<file path="config.mk">
export PLATFORM = sky130hd
export DESIGN_NAME = mem_arbiter
export DESIGN_NICKNAME = d
export VERILOG_FILES = /design/src/rtl/mem_arbiter.sv
export SDC_FILE = /design/constraint.sdc
export NUM_CORES = 1
export LEC_CHECK = 0
export ABC_AREA = 1
export ABC_CLOCK_PERIOD_IN_PS = 2650
export CELL_PAD_IN_SITES_DETAIL_PLACEMENT = 1
export CELL_PAD_IN_SITES_GLOBAL_PLACEMENT = 1
export CORE_UTILIZATION = 32
export DETAILED_ROUTE_END_ITERATION = 16
export PLACE_DENSITY_LB_ADDON = 0.25
export SLEW_MARGIN = 30
export SYNTH_ARGS = -nofsm -noshare
export SYNTH_HDL_FRONTEND = slang
export SYNTH_SLANG_ARGS = --single-unit
</file>
<file path="constraint.sdc">
create_clock -name clk -period 2.65 [get_ports clk]
set_input_delay 0.53 -clock clk [delete_from_list [all_inputs] [get_ports clk]]
set_output_delay 0.53 -clock clk [all_outputs]
set_load 0.05 [all_outputs]
</file>
<file path="src/rtl/mem_arbiter.sv">
`default_nettype none
// ============================================================================
// mem_arbiter
// Byte-serial RAM/IO port shared by I-cache fetches and the load/store buffer.
// Optional: MEM_ARBITER_IO_STALL_EN holds IO-space stores while io_buffer_full.
// Revision: 1.0
// ============================================================================
module mem_arbiter (
   input  logic        clk,
   input  logic        reset,
   input  logic        ready,
   input  logic        clear,
   input  logic [7:0]  mem_din,
   output logic [7:0]  mem_dout,
   output logic [31:0] mem_a,
   output logic        mem_wr,
   input  logic        io_buffer_full,
   input  logic        if_req,
   input  logic [31:0] if_addr,
   output logic        if_done,
   output logic [31:0] if_data,
   input  logic        ls_req,
   input  logic        ls_we,
   input  logic [31:0] ls_addr,
   input  logic [1:0]  ls_size,
   input  logic [31:0] ls_wdata,
   output logic        ls_done,
   output logic [31:0] ls_rdata
);
   typedef enum logic [2:0] {
      S_IDLE  = 3'd0,
      S_FETCH = 3'd1,
      S_LOAD  = 3'd2,
      S_STORE = 3'd3,
      S_COOL  = 3'd4
   } state_t;

   state_t      r_state;
   logic        r_last_ls;
   logic [31:0] r_base;
   logic [31:0] r_wdata;
   logic [31:0] r_rbuf;
   logic [2:0]  r_len;
   logic [2:0]  r_cnt;

   logic        w_ls_ok;
   logic        w_grant_if;
   logic        w_grant_ls;
   logic [2:0]  w_ls_len;
   logic [2:0]  w_cnt_nxt;
   logic [1:0]  w_lane;
   logic [31:0] w_rword;

`ifdef MEM_ARBITER_IO_STALL_EN
   localparam logic [31:0] C_IO_BASE = 32'h0003_0000;
   assign w_ls_ok = ls_req &&
                    !(ls_we && io_buffer_full && ((ls_addr & C_IO_BASE) == C_IO_BASE));
`else
   logic w_unused_io;
   assign w_unused_io = io_buffer_full;
   assign w_ls_ok     = ls_req;
`endif

   // Round-robin: on a tie the requester not granted last wins.
   assign w_grant_ls = w_ls_ok && (!if_req || !r_last_ls);
   assign w_grant_if = if_req && !w_grant_ls;

   assign w_ls_len  = (ls_size == 2'd0) ? 3'd1 : (ls_size == 2'd1) ? 3'd2 : 3'd4;
   assign w_cnt_nxt = r_cnt + 3'd1;
   // Byte arriving on mem_din belongs to the address issued one cycle earlier.
   assign w_lane    = r_cnt[1:0] - 2'd1;

   always_comb begin
      w_rword = r_rbuf;
      case (w_lane)
         2'd0:    w_rword[7:0]   = mem_din;
         2'd1:    w_rword[15:8]  = mem_din;
         2'd2:    w_rword[23:16] = mem_din;
         default: w_rword[31:24] = mem_din;
      endcase
   end

   always_ff @(posedge clk) begin
      if (reset) begin
         r_state   <= S_IDLE;
         r_last_ls <= 1'b0;
         r_base    <= 32'd0;
         r_wdata   <= 32'd0;
         r_rbuf    <= 32'd0;
         r_len     <= 3'd0;
         r_cnt     <= 3'd0;
         mem_a     <= 32'd0;
         mem_dout  <= 8'd0;
         mem_wr    <= 1'b0;
         if_done   <= 1'b0;
         ls_done   <= 1'b0;
         if_data   <= 32'd0;
         ls_rdata  <= 32'd0;
      end else if (ready) begin
         if_done <= 1'b0;
         ls_done <= 1'b0;
         case (r_state)
            S_IDLE: begin
               if (!clear && (w_grant_if || w_grant_ls)) begin
                  r_cnt     <= 3'd0;
                  r_rbuf    <= 32'd0;
                  r_last_ls <= w_grant_ls;
                  if (w_grant_if) begin
                     r_base  <= if_addr;
                     mem_a   <= if_addr;
                     r_len   <= 3'd4;
                     r_state <= S_FETCH;
                  end else begin
                     r_base <= ls_addr;
                     mem_a  <= ls_addr;
                     r_len  <= w_ls_len;
                     if (ls_we) begin
                        r_state  <= S_STORE;
                        mem_wr   <= 1'b1;
                        mem_dout <= ls_wdata[7:0];
                        r_wdata  <= ls_wdata >> 8;
                     end else begin
                        r_state <= S_LOAD;
                     end
                  end
               end
            end
            S_FETCH, S_LOAD: begin
               if (clear) begin
                  r_state <= S_IDLE;
                  mem_wr  <= 1'b0;
               end else begin
                  r_cnt <= w_cnt_nxt;
                  if (w_cnt_nxt < r_len)
                     mem_a <= r_base + {29'd0, w_cnt_nxt};
                  if (r_cnt != 3'd0)
                     r_rbuf <= w_rword;
                  if (r_cnt == r_len) begin
                     r_state <= S_COOL;
                     if (r_state == S_FETCH) begin
                        if_done <= 1'b1;
                        if_data <= w_rword;
                     end else begin
                        ls_done  <= 1'b1;
                        ls_rdata <= w_rword;
                     end
                  end
               end
            end
            S_STORE: begin
               // A store is never torn: clear has no effect here.
               if (w_cnt_nxt < r_len) begin
                  r_cnt    <= w_cnt_nxt;
                  mem_a    <= r_base + {29'd0, w_cnt_nxt};
                  mem_dout <= r_wdata[7:0];
                  r_wdata  <= r_wdata >> 8;
               end else begin
                  mem_wr  <= 1'b0;
                  ls_done <= 1'b1;
                  r_state <= S_COOL;
               end
            end
            S_COOL:  r_state <= S_IDLE;
            default: r_state <= S_IDLE;
         endcase
      end
   end
endmodule
`default_nettype wire

</file>
==> impl_metrics.yaml <==
floorplanning:
  die_area_um2: 32450
  fp.dieW_um: 180.2
  fp.dieH_um: 180.2
  initial_core_util_pct: 32.86
  num_rows: 64
  fp.coreArea_um2: 30910
  ios: 221
layout:
  final_util_pct: 43.92
  area_delta_synth_final_pct: 33.68
  drive_gt1_share_pct: 6.042
  final_cell_area_um2: 13580
  final_nets: 1886
  layout_commonest_cell: "nand2_1"
  mostFrequentLayoutCells: "nand2_1 (338), nor2_1 (283), clkdlybuf4s50_1 (218)"
power_and_ir_drop:
  combPwrFrac_pct: 31.2
  p_int_uw: 6322
  powerDensity_nw_per_um2: 732.2
  netSwitchingFraction_pct: 36.40
  p_seq_share_pct: 36.9
  power.total_uw: 9941
  ir_worst_vdd_mv: 0.4741
  leakage_uw: 0.005541
  clkPwrFrac_pct: 31.9
  p_sw_uw: 3619
status:
  status: "finished clean"
synth:
  yosysTopAreaCell: "dfxtp_1"
  synthFlopType: "dfxtp_1"
  ys_warn_count: 0
  synth_seq_cells: 205
  synth_nets: 1691
  synth_top_area_share_pct: 40.41
  synth_cell_types: 31
  netlist_area_um2: 10160
  avgSynthCellArea_um2: 6.489
  ys_seq_area_share_pct: 40.41
  ys_async_sr_fraction_pct: 0
  ys_top_cells_by_area: "dfxtp_1 (40%), nand2_1 (13%), nor2_1 (11%)"
  synth_edf_count: 0
  netlist_instances: 1565
global_routing:
  antenna_found_initial: 1
  grt_pass1_wl_um: 55190
  grt_pass1_vias: 10800
  grt.total_usage_pct: 20.57
  grt_max_degree: 85
  grt-ovfl-total: 0
route:
  firstDrtPassIters: 6
  viasPerCell: 4.852
  num_vias: 10520
  totalWireLength_um: 33670
  ant_nets: 0
  drc_errors: 0
  drt-initial-drc-count: 492
  wl_per_cell_um: 15.53
place:
  dp_hpwl_um: 23870
  dpl_cell_area_um2: 12820
  place_congestion: 0.8583
  io_buffers: 219
worst_setup_path:
  rr_startpoint: "r_cnt[1]$_SDFFE_PP0P_"
  required_ns: 3.12
  critPathKind: "flip-flop to flip-flop"
  crit_path_end_kind: "flip-flop"
  arrival_ns: 2.94
  cp_max_fo: 5
  setup.worst_path.start: "r_cnt[1]$_SDFFE_PP0P_"
  startpoint_type: "flip-flop"
clock_tree:
  hold_buffers: 0
  cts-buffers-inserted: 25
  htreeDepth: 1
  clkTransAtPathRegs_ns: 0.06
  cts_tree: "built"
  clock_latency_ns: 0.53
  clockBufferDepth: 3
  numClockSinks: 205
  cts_root_buf: "clkbuf_16"
timing:
  hold_violations: 0
  relSlewSlack_pct: 44.34
  max_freq_mhz: 404.3
  finalClockSkew_ns: 0.01418
  setup_viol: 0
  rsz0062_at_grt: "yes"
  fin_crit_sh_pct: 93.33
  slew_violations: 0
  fin_crit_ns: 2.473
  worstMarginPinSlew_ns: 0.8349
hold_path:
  hold_path.class: "flip-flop to flip-flop"
  worstHoldStart: "ls_rdata[13]$_SDFFE_PP0P_"
flow_run:
  max_cap_viol_count: 0
cells by family after synthesis:
| logic type | Yosys count | share of synthesized area (%) |
|---|---|---|
| buffers and inverters | 253 | 9.967 |
| multiplexers | 3 | 0.2957 |
| XOR/XNOR | 12 | 1.035 |
| adder cells (fa/ha/maj) | 12 | 1.552 |
| AND/OR/NAND/NOR | 727 | 28.73 |
| AO/OA/AOI/OAI | 353 | 18.01 |
| flip-flops | 205 | 40.41 |
metal layers:
metal | wire (um) | track usage [%] | share of wire (%)
met1 | 15470 | 26.41 | 46
met4 | 445 | 4.239 | 1.3
met5 | 0 | 0 | 0
met3 | 1346 | 2.930 | 4.0
met2 | 16410 | 36.48 | 49
synth_stat cells (all sizes together), types with 3 or more instances:
master / instances
nor3: 4
a21oi: 125
xor2: 7
dfxtp: 205
inv: 164
clkbuf: 55
nand3b: 7
o21bai: 4
a31oi: 12
buf: 34
nor2: 285
a211oi: 7
ha: 11
or2: 13
xnor2: 5
nand2: 339
o21ai: 202
nand3: 78
mux2i: 3
registers in the layout, summed over array words and instances, names as in the netlist, 8 cells and up:
name,count
if_data,32
ls_rdata,32
mem_a,32
mem_dout,8
r_base,32
r_rbuf,32
r_wdata,24
final timing paths:
kind	endpoint	slack, ns	cells after the start
worst max register to register	mem_a[16]$_SDFFE_PP0P_	0.18	13
worst min-delay path	ls_rdata[13]$_SDFFE_PP0P_	0.44	2
worst max-delay path	mem_a[16]$_SDFFE_PP0P_	0.18	13
worst min register to register	ls_rdata[13]$_SDFFE_PP0P_	0.44	2
what timing repair did:
action,CTS,global route
buffers inserted,0,0
endpoints found under the setup margin,0,32
gates resized for setup,0,5
final cells by class:
class	count	area, um^2
fillers	3973	17330
multi-input cells	1107	5081
flip-flops and latches	205	4104
repair buffers	257	2539
clock buffers	31	688.2
inverters	164	616.8
well taps	396	495.5
clock inverters	7	50.05
diodes	1	2.502
critical path: stages (launching register included):
cell	delay, ns
dfxtp_1	0.37
inv_1	0.12
ha_1	0.31
inv_1	0.07
fa_1	0.38
inv_1	0.09
nand2_1	0.05
nand2_1	0.14
nand2_1	0.15
nor2_2	0.25
nand2_1	0.10
xnor2_1	0.17
nand2_1	0.07
a21oi_1	0.12
per-stage QoR:
stage,setup TNS [ns],hold WS (ns),worst slack [ns],cells
after floorplan,0,0.4453,0.1330,1565
after global placement,0,0.4331,0.1594,2129
after detailed placement,0,0.4369,0.09317,2129
after CTS,0,0.4459,0.08487,2167
after global routing,-0.009119,0.4686,-0.009119,2168
final,0,0.4431,0.1768,2168
power by group through the flow:
stage	Sequential (uW)	Combinational, uW	Clock, uW
after floorplan	4160	1550	0
after global placement	3720	3040	0
after detailed placement	3730	3110	0
after CTS	3670	3130	3270
after global routing	3710	3440	3390
final	3670	3100	3170
Power figures use the tool's default switching activity.
==> patch 1, RTL diff (same flow settings) <==
Reset style: asynchronous (`reset`), changed in one clocked block.
--- a/src/rtl/mem_arbiter.sv
+++ b/src/rtl/mem_arbiter.sv
@@ -80,7 +80,7 @@
       endcase
    end
 
-   always_ff @(posedge clk) begin
+   always_ff @(posedge clk or posedge reset) begin
       if (reset) begin
          r_state   <= S_IDLE;
          r_last_ls <= 1'b0;
Check against the original RTL: differs if reset is asserted again (counterexample within 4 cycles, from zero or initial values and one cycle with reset high); with reset held inactive, the same outputs for 4 cycles.
==> patch 1 against the unedited design <==
Synthesized area is 5.3% higher. Die area is 5.3% higher. Cell area is 5.8% higher. Clock skew is 0.0012 ns higher. Critical path depth is 1 higher. Routed wire length is 0.34% lower. Core utilization hardly changed. Worst setup slack worse by 0.023 ns. Sequential cell count stayed put. Critical path type unchanged. Largest cell class is now registers.
Power is not compared: it rests on default switching activity, and its combinational part moved more than twofold at a synthesized area within 25%.
==> patch 1: results (changes against the unedited design) <==
| Metric | Value |
|---|---|
| Ratio of cells with drive above 1 in the final layout | `11.4% (was 6.04%)` |
| Clock Tree Root | `clkbuf_16 (unchanged)` |
| Clock Skews | `0.0154 ns (was 0.0142 ns)` |
| Relative slew slack | `54.0% (was 44.3%)` |
| Initial antenna violation count | `3 (was 1)` |
| Via count | `9,912 (was 10,500)` |
| Cell count of the worst reg-to-reg path | `14 (was 13)` |
| Vias per cell | `4.80 (was 4.85)` |
| Final net count | `1,730 (was 1,886)` |
| Synthesized Nets | `1,502 (was 1,691)` |
| First-pass GRT wire length | `54,400 um (was 55,200 um)` |
| Overall Global Routing Usage | `20.0% (was 20.6%)` |
| CTS buffer count | `25 (unchanged)` |
| Class of the worst hold path | `primary input to async pin (was flip-flop to flip-flop)` |
| Buffer levels on the longest clock path | `3 (unchanged)` |
| Detail Route met2 WL | `15,700 um (was 16,400 um)` |
| Switching share of power | `47.0%` |
| Initial drt markers | `457 (was 492)` |
| Critical R2R Launch | `r_cnt[0]$_DFFE_PP0P_ (was r_cnt[1]$_SDFFE_PP0P_)` |
| Crit-path max cell delay | `0.43 ns (was 0.38 ns)` |
| Post-Syn Area per Cell | `7.77 sq um (was 6.49 sq um)` |
| Largest net degree at the start of global routing | `66 (was 85)` |
| TritonRoute pass-1 iters | `6 (unchanged)` |
| Status | `finished, final reports clean (unchanged)` |
| Critical path arrival | `2.92 ns (was 2.94 ns)` |
| Slowest CP cell | `dfrtp_2 (was fa_1)` |
| CP max FO | `6 (was 5)` |
| GPL Wtd Cong | `0.842 (was 0.858)` |
| Placed cell count | `2,012 (was 2,129)` |
| Yosys cell types | `35 (was 31)` |
| Peak supply drop | `~0.44 mV` |
| WL met3 | `1840 um (was 1350 um)` |
| Synth top cells by count | `nand2_1, dfrtp_1, nor2_1 (was nand2_1, nor2_1, dfxtp_1)` |
| DPL Wire Length | `24,500 um (was 23,900 um)` |
| DR top layer | `met5 (was met4)` |
| Most used DFF post-synth | `dfrtp_1 (was dfxtp_1)` |
| Routed length on met1 | `15,300 um (was 15,500 um)` |
| Fillers | `3,997 (was 3,973)` |
| Vias in the first global route | `10,100 (was 10,800)` |
| Register area share after synthesis | `48.0% (was 40.4%)` |
| Total Wirelength | `33,600 um (was 33,700 um)` |
| Clock Latency Late Sink | `roughly 0.54 ns` |
| Most area-consuming cells after synthesis | `dfrtp_1, nand2_1, o21ai_0 (was dfxtp_1, nand2_1, nor2_1)` |
| R2r endpoint | `mem_a[26]$_DFFE_PP0P_ (was mem_a[16]$_SDFFE_PP0P_)` |
| Post-synth ARST share | `100% (was 0%)` |
| R2R setup slack | `0.15 ns (was 0.18 ns)` |
## patch 1: through the flow
step                      hold WS (ns)  instance area [sq um]  power, mW  worst slack, ns  TNS, ns
after detailed placement         0.454                  13500       13.6           0.0293        0
after floorplan                  0.437                  10700       10.8           -0.538  -110.35
final                            0.382                  14400       16.9            0.153        0
after CTS                        0.374                  14300       17.1           0.0264        0
after global routing             0.405                  14400       18.1          -0.0116  -0.0116
after global placement           0.447                  13500       13.4           0.0816        0
## patch 1: critical path, delay by kind of cell (launching register included)
family | cells | cell delay (ns)
buffers and inverters | 2 | 0.33
adder cells (fa/ha/maj) | 2 | 0.59
AND/OR/NAND/NOR | 9 | 0.85
flip-flops | 1 | 0.43
XOR/XNOR | 1 | 0.18
## patch 1: worst max path at each step
stage                               from                endpoint  slack [ns]  depth (start not counted)
finish              r_cnt[0]$_DFFE_PP0P_   mem_a[26]$_DFFE_PP0P_        0.15                         14
global route        r_cnt[0]$_DFFE_PP0P_   mem_a[26]$_DFFE_PP0P_       -0.01                         14
CTS                 r_cnt[0]$_DFFE_PP0P_   mem_a[26]$_DFFE_PP0P_        0.03                         15
detailed placement  r_cnt[0]$_DFFE_PP0P_   mem_a[22]$_DFFE_PP0P_        0.03                         15
global placement    r_cnt[0]$_DFFE_PP0P_   mem_a[22]$_DFFE_PP0P_        0.08                         15
floorplan                          reset  if_data[0]$_DFFE_PP0P_       -0.54                          1
## patch 1: per-layer routing
layer,GRT usage [%],vias up
met5,0,-
met4,4.76,2
met3,4.07,41
met2,33.2,197
met1,26.7,4798
li1,-,4874
## patch 1: final cells by class
class,instances,share of cell area (%)
antenna,2,0.0348
clock inverter,12,0.636
clock buffer,34,4.87
inverter,83,2.21
tap,442,3.85
timing repair buffer,267,18.6
sequential,205,35.7
multi-input combinational,1022,34.1
## patch 1: kinds of logic (layout without fill, tap and decap cells)
group,count (synthesis),in the layout,synth area share [%]
AND/OR/NAND/NOR,782,782,30.4
AO/OA/AOI/OAI,203,203,11.2
adder cells (fa/ha/maj),12,12,1.47
XOR/XNOR,1,1,0.0819
flip-flops,205,205,48.0
other,0,2,0
multiplexers,24,24,2.25
buffers and inverters,149,396,6.63
## patch 1: timing repair
action                     in CTS  in global routing
resized for setup               1                 11
pin swaps                       0                  3
hold buffers                    0                  0
gates cloned                    0                  0
setup endpoints to repair       4                 29
buffers inserted                0                  7
## patch 1: power groups by stage
stage,combinational (mW),clock [mW],sequential (mW)
floorplan,3.78,0,7.02
global placement,8.29,0,5.12
detailed placement,8.45,0,5.17
CTS,8.50,3.42,5.14
global route,9.32,3.53,5.28
finish,8.49,3.32,5.13
==> patch 2, RTL diff (same flow settings) <==
Made on the original files. Add a define of `MEM_ARBITER_IO_STALL_EN`.
--- a/src/rtl/mem_arbiter.sv
+++ b/src/rtl/mem_arbiter.sv
@@ -5,6 +5,8 @@
 // Optional: MEM_ARBITER_IO_STALL_EN holds IO-space stores while io_buffer_full.
 // Revision: 1.0
 // ============================================================================
+`define MEM_ARBITER_IO_STALL_EN
+
 module mem_arbiter (
    input  logic        clk,
    input  logic        reset,
Function: changed (Yosys sat finds a counterexample within 4 cycles, from zero or initial values and one cycle with reset high).
==> patch 2 against the unedited design <==
Routed wire length is 2.8% higher. Clock power grew 8.5%. Cell area is 2.9% higher. Synthesized area grew 2.4%. Power down 1.8%. Sequential cell count unchanged. Global-route usage about the same. Worst setup slack worse by 0.067 ns. Critical endpoint is now mem_a[28]$_SDFFE_PP0P_.
==> patch 2: results (changes against the unedited design) <==
| Metric | Value |
|---|---|
| Multiplexer share of the synthesized area | `0% (was 0.296%)` |
| Clock Tree Root | `clkbuf_16 (unchanged)` |
| CTS buffer count | `26 (was 25)` |
| Status | `finished, final reports clean (unchanged)` |
| Post-Synth Adder-Cell Area | `1.52% (was 1.55%)` |
| Buffer levels on the longest clock path | `3 (unchanged)` |
| Slowest CP cell | `fa_1 (unchanged)` |
| Yosys cell types | `33 (was 31)` |
| Synth top cells by count | `nand2_1, inv_1, dfxtp_1 (was nand2_1, nor2_1, dfxtp_1)` |
| Xor/xnor share of the synthesized area | `0.505% (was 1.03%)` |
| Most used DFF post-synth | `dfxtp_1 (unchanged)` |
| H-Tree Depth | `1 (unchanged)` |
| Clock Skews | `0.0114 ns (was 0.0142 ns)` |
| Initial antenna violation count | `0 (was 1)` |
| IO buf count | `220 (was 219)` |
| Overall Global Routing Usage | `20.6% (about the same)` |
| Met3 GRT Util | `3.55% (was 2.93%)` |
| Post-detailed-route count of antenna-violating nets | `0 (unchanged)` |
| Slew @ Worst Pin | `0.755 ns (was 0.835 ns)` |
| Post-synth ARST share | `0% (unchanged)` |
| Initial drt markers | `458 (was 492)` |
| Complex-gate fraction of the synthesized area | `18.1% (was 18.0%)` |
| Routed len/inst | `15.4 um (was 15.5 um)` |
| Synthesized Nets | `1,731 (was 1,691)` |
| CP max FO | `5 (unchanged)` |
| Register area share after synthesis | `39.4% (was 40.4%)` |
| Antenna cells | `0 (was 1)` |
| Class of the worst hold path | `primary input to flip-flop (was flip-flop to flip-flop)` |
| GR Util met2 | `35.8% (was 36.5%)` |
| Clock Latency Late Sink | `0.53 ns (about the same)` |
| Largest net degree at the start of global routing | `70 (was 85)` |
| Crit-path max cell delay | `0.41 ns (was 0.38 ns)` |
| Critical path arrival | `2.91 ns (was 2.94 ns)` |
| Peak supply drop | `0.434 mV (was 0.474 mV)` |
| P_leak | `5.71 nW (was 5.54 nW)` |
| DPL Wire Length | `24,900 um (was 23,900 um)` |
| Net Sw Power | `3.35 mW (was 3.62 mW)` |
| First-pass GRT wire length | `55,700 um (was 55,200 um)` |
| GPL Wtd Cong | `0.877 (was 0.858)` |
| Most area-consuming cells after synthesis | `dfxtp_1, nand2_1, a21oi_1 (was dfxtp_1, nand2_1, nor2_1)` |
| Final net count | `1,927 (was 1,886)` |
| Clk pin slew, worst setup/hold paths | `0.06 ns (about the same)` |
| Vias per cell | `4.77 (was 4.85)` |
| # hold bufs at CTS | `0 (unchanged)` |
| Met1 Track Usage GR | `26.5% (was 26.4%)` |
| Ratio of cells with drive above 1 in the final layout | `5.99% (was 6.04%)` |
| Fillers | `4,050 (was 3,973)` |
| Yosys warning count | `0 (unchanged)` |
| TritonRoute pass-1 iters | `5 (was 6)` |
## patch 2: power by group through the flow
stage                     combinational [mW]  sequential, mW  clock (mW)
final                                   2.79            3.54        3.44
after CTS                               2.81            3.54        3.56
after global placement                  2.74            3.60           0
after global routing                    3.06            3.57        3.69
after floorplan                         1.28            4.10           0
after detailed placement                2.78            3.60           0
## patch 2: final cells by class
class / instances / area (sq um) / share of cell area (%)
multi-input combinational: 1093 / 5100 / 36.5
sequential: 205 / 4110 / 29.4
timing repair buffer: 258 / 2570 / 18.4
inverter: 217 / 817 / 5.85
clock buffer: 38 / 726 / 5.20
tap: 435 / 544 / 3.90
clock inverter: 8 / 101 / 0.726
## patch 2: routing by layer
layer	share of wire [%]	vias up	wire length (um)
li1	-	5463	-
met1	46	5034	16000
met2	47	216	16400
met3	4.7	37	1620
met4	1.6	0	540
met5	0	-	0
## patch 2: critical path, delay by kind of cell (launching register included)
kind            cells  cell delay, ns
compound gates      1            0.06
fa+ha+maj           2            0.61
buf+inv             5            0.64
flops               1            0.34
simple gates        8            0.74
## patch 2: per-stage QoR
stage | instances | cell area [sq um] | utilization [%] | setup slack, ns
floorplan | 1605 | 10400 | - | 0.127
global placement | 2203 | 13100 | 41.1 | 0.0907
detailed placement | 2203 | 13100 | 41.1 | 0.0339
CTS | 2249 | 13900 | 43.7 | 0.0210
global route | 2254 | 14000 | 43.9 | -0.0103
finish | 2254 | 14000 | 43.9 | 0.109
## patch 2: repair_timing
action,4_1_cts,5_1_grt
gates resized for setup,0,9
setup buffers,0,5
endpoints found under the setup margin,0,45
## patch 2: kinds of logic after synthesis
| group | count (synthesis) |
|---|---|
| xor gates and xnor gates | 6 |
| adders and majority gates | 12 |
| buffers and inverters | 307 |
| DFF | 205 |
| and+or+nand+nor | 704 |
| AOI/OAI and AO/OA | 371 |
## patch 2: worst paths after layout
path / start / to / slack, ns / cells past startpoint
max reg2reg: r_cnt[0]$_SDFFE_PP0P_ / mem_a[28]$_SDFFE_PP0P_ / 0.11 / 16
min: reset / if_data[21]$_SDFFE_PP0P_ / 0.37 / 4
min reg2reg: if_data[21]$_SDFFE_PP0P_ / if_data[21]$_SDFFE_PP0P_ / 0.44 / 2
max: r_cnt[0]$_SDFFE_PP0P_ / mem_a[28]$_SDFFE_PP0P_ / 0.11 / 16
